[src/rtl/ifu_pkg.sv]
`default_nettype none
// ----------------------------------------------------------------------------
// ifu_pkg : shared AXI encodings and fetch-entry types for the instruction fetch unit
// Rev 1.0
// ----------------------------------------------------------------------------
package ifu_pkg;

   localparam int IFU_ADDR_W = 32;
   localparam int IFU_INST_W = 32;

   localparam logic [1:0] AXI_BURST_INCR = 2'b01;
   localparam logic [1:0] AXI_RESP_OKAY  = 2'b00;

   // Entry as seen by the IDU in the default fetch geometry.
   typedef struct packed {
      logic [IFU_ADDR_W-1:0] pc;
      logic [IFU_INST_W-1:0] inst;
      logic                  fault;
   } fetch_entry_t;

   function automatic logic [2:0] axi_size(input int unsigned inst_w);
      return 3'($clog2(inst_w / 8));
   endfunction

endpackage
`default_nettype wire

[src/rtl/ifu_fifo.sv]
`default_nettype none
// ----------------------------------------------------------------------------
// ifu_fifo : synchronous FIFO with occupancy count and single-cycle clear
// Rev 1.0
// ----------------------------------------------------------------------------
module ifu_fifo #(
   parameter int WIDTH = 65,
   parameter int DEPTH = 4
) (
   input  logic                         clk,
   input  logic                         rst,
   input  logic                         clear,
   input  logic                         push,
   input  logic [WIDTH-1:0]             wdata,
   input  logic                         pop,
   output logic [WIDTH-1:0]             rdata,
   output logic [$clog2(DEPTH+1)-1:0]   count
);

   localparam int PW = $clog2(DEPTH);
   localparam int CW = $clog2(DEPTH+1);

   logic [WIDTH-1:0] mem_q [DEPTH];
   logic [WIDTH-1:0] mem_d [DEPTH];
   logic [PW-1:0]    wr_ptr_q, wr_ptr_d;
   logic [PW-1:0]    rd_ptr_q, rd_ptr_d;
   logic [CW-1:0]    count_q, count_d;
   logic             full;

   assign full  = (count_q == CW'(DEPTH));
   assign rdata = mem_q[rd_ptr_q];
   assign count = count_q;

   always_comb begin
      mem_d    = mem_q;
      wr_ptr_d = wr_ptr_q;
      rd_ptr_d = rd_ptr_q;
      count_d  = count_q;
      if (clear) begin
         wr_ptr_d = '0;
         rd_ptr_d = '0;
         count_d  = '0;
      end else begin
         // When full, wr_ptr equals rd_ptr: the head is read this cycle before being overwritten.
         if (push) begin
            mem_d[wr_ptr_q] = wdata;
            wr_ptr_d        = wr_ptr_q + PW'(1);
         end
         if (pop) begin
            rd_ptr_d = rd_ptr_q + PW'(1);
         end
         count_d = count_q + CW'(push) - CW'(pop);
      end
   end

   always_ff @(posedge clk) begin
      if (rst) begin
         wr_ptr_q <= '0;
         rd_ptr_q <= '0;
         count_q  <= '0;
      end else begin
         wr_ptr_q <= wr_ptr_d;
         rd_ptr_q <= rd_ptr_d;
         count_q  <= count_d;
      end
   end

   always_ff @(posedge clk) begin
      mem_q <= mem_d;
   end

   assert property (@(posedge clk) disable iff (rst) !(push && !pop && !clear && full));
   assert property (@(posedge clk) disable iff (rst) !(pop && !clear && (count_q == '0)));

endmodule
`default_nettype wire

[src/rtl/ifu_prefetch_queue.sv]
`default_nettype none
// ----------------------------------------------------------------------------
// ifu_prefetch_queue : credit-limited AXI4 sequential prefetcher feeding the IDU through a FIFO
// Rev 1.0
// ----------------------------------------------------------------------------
module ifu_prefetch_queue
   import ifu_pkg::*;
#(
   parameter int                 ADDR_W   = IFU_ADDR_W,
   parameter int                 INST_W   = IFU_INST_W,
   parameter int                 DEPTH    = 4,
   parameter int                 MAX_OUT  = 2,
   parameter logic [ADDR_W-1:0]  RESET_PC = 32'h8000_0000,
   parameter logic [3:0]         AXI_ID   = 4'd0
) (
   input  logic              clk,
   input  logic              rst,
   input  logic              redirect,
   input  logic [ADDR_W-1:0] redirect_pc,
   input  logic              stall,
   output logic              out_valid,
   input  logic              out_ready,
   output logic [ADDR_W-1:0] out_pc,
   output logic [INST_W-1:0] out_inst,
   output logic              out_fault,
   output logic              arvalid,
   input  logic              arready,
   output logic [ADDR_W-1:0] araddr,
   output logic [3:0]        arid,
   output logic [7:0]        arlen,
   output logic [2:0]        arsize,
   output logic [1:0]        arburst,
   input  logic              rvalid,
   output logic              rready,
   input  logic [INST_W-1:0] rdata,
   input  logic [1:0]        rresp,
   input  logic              rlast,
   input  logic [3:0]        rid
);

   localparam int                CW        = $clog2(DEPTH+1);
   localparam int                SW        = CW + 1;
   localparam logic [ADDR_W-1:0] STEP      = ADDR_W'(INST_W / 8);
   localparam logic [SW-1:0]     DEPTH_C   = SW'(DEPTH);
   localparam logic [CW-1:0]     MAX_OUT_C = CW'(MAX_OUT);

   typedef struct packed {
      logic [ADDR_W-1:0] pc;
      logic [INST_W-1:0] inst;
      logic              fault;
   } entry_t;

   logic              arvalid_q, arvalid_d;
   logic [ADDR_W-1:0] araddr_q, araddr_d;
   logic [ADDR_W-1:0] fetch_pc_q, fetch_pc_d;
   logic [ADDR_W-1:0] resp_pc_q, resp_pc_d;
   logic [CW-1:0]     outstanding_q, outstanding_d;
   logic [CW-1:0]     drop_cnt_q, drop_cnt_d;

   logic              ar_hs, r_hs, hold, push, pop;
   logic [CW-1:0]     fifo_count;
   logic [SW-1:0]     credit_used;
   logic [ADDR_W-1:0] redirect_base;
   entry_t            wr_entry, rd_entry;
   logic              unused_bits;

   assign ar_hs         = arvalid_q && arready;
   assign r_hs          = rvalid && (rid == AXI_ID);
   assign hold          = arvalid_q && !arready;
   assign push          = r_hs && (drop_cnt_q == '0) && !redirect;
   assign pop           = out_valid && out_ready && !redirect;
   assign redirect_base = {redirect_pc[ADDR_W-1:2], 2'b00};
   assign unused_bits   = ^{rlast, redirect_pc[1:0]};
   assign wr_entry      = '{pc: resp_pc_q, inst: rdata, fault: (rresp != AXI_RESP_OKAY)};

   always_comb begin
      arvalid_d     = arvalid_q;
      araddr_d      = araddr_q;
      fetch_pc_d    = fetch_pc_q;
      resp_pc_d     = resp_pc_q;
      drop_cnt_d    = drop_cnt_q;
      outstanding_d = outstanding_q + CW'(ar_hs) - CW'(r_hs);
      // Every in-flight request holds a FIFO slot, so responses can never overflow the queue.
      credit_used   = {1'b0, outstanding_d}
                    + (redirect ? '0 : ({1'b0, fifo_count} + SW'(push) - SW'(pop)));

      if (r_hs && (drop_cnt_q != '0)) begin
         drop_cnt_d = drop_cnt_q - CW'(1);
      end
      if (push) begin
         resp_pc_d = resp_pc_q + STEP;
      end

      if (hold) begin
         arvalid_d = 1'b1;
      end else if (!stall && !redirect && (credit_used < DEPTH_C) && (outstanding_d < MAX_OUT_C)) begin
         arvalid_d  = 1'b1;
         araddr_d   = fetch_pc_q;
         fetch_pc_d = fetch_pc_q + STEP;
      end else begin
         arvalid_d = 1'b0;
      end

      // A request still waiting on arready belongs to the old stream and is dropped too.
      if (redirect) begin
         fetch_pc_d = redirect_base;
         resp_pc_d  = redirect_base;
         drop_cnt_d = outstanding_d + CW'(hold);
      end
   end

   always_ff @(posedge clk) begin
      if (rst) begin
         arvalid_q     <= 1'b0;
         araddr_q      <= RESET_PC;
         fetch_pc_q    <= RESET_PC;
         resp_pc_q     <= RESET_PC;
         outstanding_q <= '0;
         drop_cnt_q    <= '0;
      end else begin
         arvalid_q     <= arvalid_d;
         araddr_q      <= araddr_d;
         fetch_pc_q    <= fetch_pc_d;
         resp_pc_q     <= resp_pc_d;
         outstanding_q <= outstanding_d;
         drop_cnt_q    <= drop_cnt_d;
      end
   end

   ifu_fifo #(
      .WIDTH ($bits(entry_t)),
      .DEPTH (DEPTH)
   ) u_fifo (
      .clk   (clk),
      .rst   (rst),
      .clear (redirect),
      .push  (push),
      .wdata (wr_entry),
      .pop   (pop),
      .rdata (rd_entry),
      .count (fifo_count)
   );

   assign out_valid = (fifo_count != '0);
   assign out_pc    = rd_entry.pc;
   assign out_inst  = rd_entry.inst;
   assign out_fault = rd_entry.fault;

   assign arvalid = arvalid_q;
   assign araddr  = araddr_q;
   assign arid    = AXI_ID;
   assign arlen   = 8'd0;
   assign arsize  = axi_size(INST_W);
   assign arburst = AXI_BURST_INCR;
   assign rready  = 1'b1;

endmodule
`default_nettype wire

[config.mk]
export PLATFORM = sky130hd
export DESIGN_NAME = ifu_prefetch_queue
export DESIGN_NICKNAME = d
export VERILOG_FILES = /design/src/rtl/ifu_pkg.sv /design/src/rtl/ifu_fifo.sv /design/src/rtl/ifu_prefetch_queue.sv
export SDC_FILE = /design/constraint.sdc
export NUM_CORES = 1
export LEC_CHECK = 0
export ABC_AREA = 1
export BUFFER_PORTS_ARGS = -buffer_cell sky130_fd_sc_hd__buf_4
export CORE_MARGIN = 2
export CORE_UTILIZATION = 55
export CTS_BUF_LIST = sky130_fd_sc_hd__clkbuf_4 sky130_fd_sc_hd__clkbuf_8
export CTS_CLUSTER_DIAMETER = 40
export DETAILED_ROUTE_END_ITERATION = 10
export GPL_TIMING_DRIVEN = 1
export PLACE_DENSITY = 0.77
export SYNTH_ARGS = -nofsm -noshare
export SYNTH_HDL_FRONTEND = slang
export SYNTH_SLANG_ARGS = --single-unit
[constraint.sdc]
create_clock -name clk -period 8.46 [get_ports clk]
set_clock_uncertainty 0.2 [all_clocks]
set_input_delay 1.692 -clock clk [delete_from_list [all_inputs] [get_ports clk]]
set_output_delay 1.692 -clock clk [all_outputs]
set_load 0.005 [all_outputs]
==> report_table.html <==
<table>
<tr><th>Metric</th><th>Value</th></tr>
<tr><th colspan="2">Run status</th></tr>
<tr><td>Outcome</td><td>complete, no violations</td></tr>
<tr><th colspan="2">Timing</th></tr>
<tr><td>Max_slew headroom</td><td>27.0%</td></tr>
<tr><td>Hold violation count in the final report</td><td>0</td></tr>
<tr><td>Setup Total Neg Slack</td><td>0 ns</td></tr>
<tr><td>Post-layout worst setup margin</td><td>3.11 ns</td></tr>
<tr><td>Peak clock frequency supported by timing</td><td>0.187 GHz</td></tr>
<tr><td>Minimum clock period after layout</td><td>5.35 ns</td></tr>
<tr><td>Share of the cycle needed by the critical path after routing</td><td>63.3%</td></tr>
<tr><td>Least-Margin Pin Slew</td><td>1.09 ns</td></tr>
<tr><td>Final Max Slew Viols</td><td>0</td></tr>
<tr><td>RSZ-0062 raised after global routing</td><td>false</td></tr>
<tr><td>Setup violations, final</td><td>0</td></tr>
<tr><th colspan="2">Drt</th></tr>
<tr><td>Routed vias/inst</td><td>5.49</td></tr>
<tr><td>Sum of routed wire length over all layers</td><td>36800 µm</td></tr>
<tr><td>Final routed DRC violation total</td><td>0</td></tr>
<tr><td>ANT nets after route</td><td>0</td></tr>
<tr><td>DRT Pass-1 Iters</td><td>8</td></tr>
<tr><td>Number of DRC markers after the initial detailed-route iteration</td><td>915</td></tr>
<tr><td>Per-cell routed wire length</td><td>16.7 µm</td></tr>
<tr><td>Via count</td><td>12100</td></tr>
<tr><th colspan="2">Yosys</th></tr>
<tr><td>Biggest area contributors in the synthesized netlist</td><td>edfxtp_1 (48%), dfxtp_1 (13%), nor2_1 (6.6%), nand2_1 (6.4%), o21ai_0 (6.1%)</td></tr>
<tr><td>Post-synth cell types</td><td>40</td></tr>
<tr><td>Count of state elements after synthesis</td><td>356</td></tr>
<tr><td>Library cell with the largest summed area after synthesis</td><td>edfxtp_1</td></tr>
<tr><td>Post-synth EDFFs</td><td>252</td></tr>
<tr><td>Cell area after synthesis</td><td>15800 µm²</td></tr>
<tr><td>Yosys top cell area share</td><td>48.0%</td></tr>
<tr><td>Most instantiated library cell after synthesis</td><td>nor2_1</td></tr>
<tr><td>Post-synth ARST share</td><td>0%</td></tr>
<tr><td>Post-Synthesis Cells</td><td>1629</td></tr>
<tr><td>Synthesis Warnings</td><td>0</td></tr>
<tr><td>Main synth FF type</td><td>edfxtp_1</td></tr>
<tr><td>Sequential element share of the synthesized area</td><td>61.2%</td></tr>
<tr><td>Average size of a mapped cell</td><td>9.68 µm²</td></tr>
<tr><td>Ranking of synthesized cells by instance count</td><td>nor2_1 (279), nand2_1 (267), edfxtp_1 (252), o21ai_0 (192), dfxtp_1 (104)</td></tr>
<tr><th colspan="2">Clocking</th></tr>
<tr><td>Clock transition at the register clock pins on the worst setup and hold paths after CTS</td><td>0.06 ns</td></tr>
<tr><td>Clock root buffer master</td><td>clkbuf_8</td></tr>
<tr><td>Number of buffers created by CTS</td><td>55</td></tr>
<tr><td>Post-cts repair resize count</td><td>0</td></tr>
<tr><td>Clock latency on the worst-skew pair</td><td>0.60 ns</td></tr>
<tr><td>Bufs on Longest Clock Path</td><td>3</td></tr>
<tr><td>Setup Buffers After CTS</td><td>0</td></tr>
<tr><td>TritonCTS clock tree</td><td>done</td></tr>
<tr><td>Number of levels the H-tree was split into</td><td>2</td></tr>
<tr><td>Hold-fix buffers, CTS</td><td>0</td></tr>
<tr><td>Total clock sinks</td><td>356</td></tr>
<tr><th colspan="2">Final layout</th></tr>
<tr><td>Net total in the final layout</td><td>1881</td></tr>
<tr><td>Layout area overhead</td><td>16.4%</td></tr>
<tr><td>Number of diodes</td><td>0</td></tr>
<tr><td>Fill cell total of the finished layout</td><td>2175</td></tr>
<tr><td>Multi-input logic area</td><td>5310 µm²</td></tr>
<tr><td>Layout cells sized above 1</td><td>16.6%</td></tr>
<tr><td>Area occupied by registers</td><td>9650 µm²</td></tr>
<tr><th colspan="2">Place</th></tr>
<tr><td>Gp weighted congestion</td><td>0.950</td></tr>
<tr><td>DPL Wire Length</td><td>23300 µm</td></tr>
<tr><td>Number of port buffers</td><td>169</td></tr>
<tr><td>Post-Place Worst Slack</td><td>2.53 ns</td></tr>
<tr><th colspan="2">Critical path</th></tr>
<tr><td>Type of origin of the critical path</td><td>input port</td></tr>
<tr><td>Required time reported for the critical path endpoint</td><td>8.75 ns</td></tr>
<tr><td>Delay contributed by the slowest stage of the critical path</td><td>0.48 ns</td></tr>
<tr><td>Endpoint arrival time on the critical path</td><td>5.64 ns</td></tr>
<tr><td>CP dominant cell by count</td><td>nand2_1</td></tr>
<tr><td>Max Fanout on Critical Path</td><td>62</td></tr>
<tr><td>Cell with the largest stage delay on the worst path</td><td>nor2_4</td></tr>
<tr><td>Class of the most critical setup path</td><td>in -&gt; reg</td></tr>
<tr><td>Crit end category</td><td>register</td></tr>
<tr><th colspan="2">Die</th></tr>
<tr><td>Die Area</td><td>30000 µm²</td></tr>
<tr><td>Floorplan die width</td><td>173 µm</td></tr>
<tr><td>Area inside the core boundary</td><td>28000 µm²</td></tr>
<tr><td>Vertical die dimension</td><td>173 µm</td></tr>
<tr><td>I/O pin cnt</td><td>195</td></tr>
<tr><td>Site row count</td><td>61</td></tr>
<tr><td>Effective utilization at floorplan</td><td>56.3%</td></tr>
<tr><th colspan="2">Global route</th></tr>
<tr><td>Pin count of the biggest net entering global routing</td><td>111</td></tr>
<tr><td>Global-route congestion overflow total</td><td>0</td></tr>
<tr><td>Total track usage</td><td>24.2%</td></tr>
<tr><td>Vias in the first global route</td><td>11600</td></tr>
<tr><td>First-pass GRT wire length</td><td>58500 µm</td></tr>
<tr><td>Number of antenna violations at the first check in global routing</td><td>0</td></tr>
<tr><th colspan="2">Power and ir drop</th></tr>
<tr><td>Clk pwr share</td><td>41.1%</td></tr>
<tr><td>Internal power</td><td>2.86 mW</td></tr>
<tr><td>Power spent charging and discharging nets</td><td>0.831 mW</td></tr>
<tr><td>Combinational cell fraction of total power</td><td>6.0%</td></tr>
<tr><td>Total power per unit cell area</td><td>201 nW/µm²</td></tr>
<tr><td>Leak</td><td>6.99 nW</td></tr>
<tr><td>Sequential share of power</td><td>52.9%</td></tr>
<tr><td>Worst vdd rail ir drop</td><td>0.137 mV</td></tr>
<tr><td>Switching share of total power</td><td>22.5%</td></tr>
<tr><th colspan="2">Flow run</th></tr>
<tr><td>Count of maximum capacitance violations</td><td>0</td></tr>
<tr><th colspan="2">Worst hold path</th></tr>
<tr><td>Worst min path class</td><td>reg -&gt; reg</td></tr>
</table>
==> state kept, by name, summed over array words and instances, names as in the netlist <==
signal,cells
u_fifo.mem_q,252
araddr,30
fetch_pc_q,30
resp_pc_q,30
drop_cnt_q,3
outstanding_q,3
u_fifo.count,3
u_fifo.rd_ptr_q,2
u_fifo.wr_ptr_q,2
arvalid,1
==> area by class of cell <==
type / count / share of cell area (%)
sequential: 356 / 52.6
multi-input combinational: 1093 / 29.0
timing repair buffer: 179 / 7.32
clock buffer: 79 / 5.48
tap: 378 / 2.58
inverter: 97 / 1.99
clock inverter: 22 / 1.06
==> routing by layer <==
| layer | GRT usage, % | share of wire, % | up-vias |
|---|---|---|---|
| li1 | - | - | 5869 |
| met1 | 31.8 | 41 | 5638 |
| met2 | 40.0 | 47 | 505 |
| met3 | 4.19 | 8.7 | 86 |
| met4 | 9.85 | 3.2 | 0 |
| met5 | 0 | 0 | - |
==> cells by family after synthesis <==
family,share of synthesized area (%)
and+or+nand+nor,18.4
adders and majority gates,1.76
DFF,61.2
other,0.0476
AOI/OAI and AO/OA,11.2
buffers and inverters,5.78
xor gates and xnor gates,1.61
==> through the flow <==
| stage | util, % | power [mW] | hold slack, ns | cell area [µm²] | std cells |
|---|---|---|---|---|---|
| 2_1_floorplan | - | 2.11 | 0.260 | 15800 | 1649 |
| 3_3_place_gp | 61.2 | 2.20 | 0.270 | 17100 | 2103 |
| 4_1_cts | 65.5 | 3.71 | 0.286 | 18300 | 2204 |
| 5_1_grt | 65.5 | 3.83 | 0.315 | 18300 | 2204 |
| 3_5_place_dp | 61.2 | 2.20 | 0.272 | 17100 | 2103 |
| 6_report | 65.5 | 3.69 | 0.279 | 18300 | 2204 |
==> cell usage in the layout, fill, tap and decap left out, drive strengths merged, types with 25 or more instances in the layout <==
cell / count
nand2: 270
inv: 98
o22ai: 64
buf: 179
dfxtp: 104
nor2: 285
nand3: 91
o21ai: 192
xor2: 25
clkbuf: 79
edfxtp: 252
a21oi: 56
==> critical path, delay by kind of cell <==
family,cells,cell delay [ns]
fa+ha+maj,3,1.01
simple gates,16,1.78
buf+inv,7,1.11
==> power groups by stage <==
stage	clock network [mW]	registers, mW	logic (mW)
floorplan	0	1.97	0.141
global placement	0	1.98	0.213
detailed placement	0	1.98	0.219
CTS	1.54	1.95	0.220
global route	1.63	1.95	0.247
finish	1.52	1.95	0.221
==> path summary, 6_finish.rpt <==
check | depth (start not counted) | startpoint | slack [ns] | end
worst max-delay path | 26 | rid[0] | 3.11 | fetch_pc_q[2]$_SDFFE_PP0P_
worst min-delay path | 2 | araddr[26]$_SDFFE_PP0P_ | 0.28 | araddr[26]$_SDFFE_PP0P_
worst max register to register | 24 | drop_cnt_q[1]$_SDFFE_PP0P_ | 3.96 | fetch_pc_q[2]$_SDFFE_PP0P_
worst min register to register | 2 | araddr[26]$_SDFFE_PP0P_ | 0.28 | araddr[26]$_SDFFE_PP0P_
No activity file was read; power rests on OpenSTA's default activity.
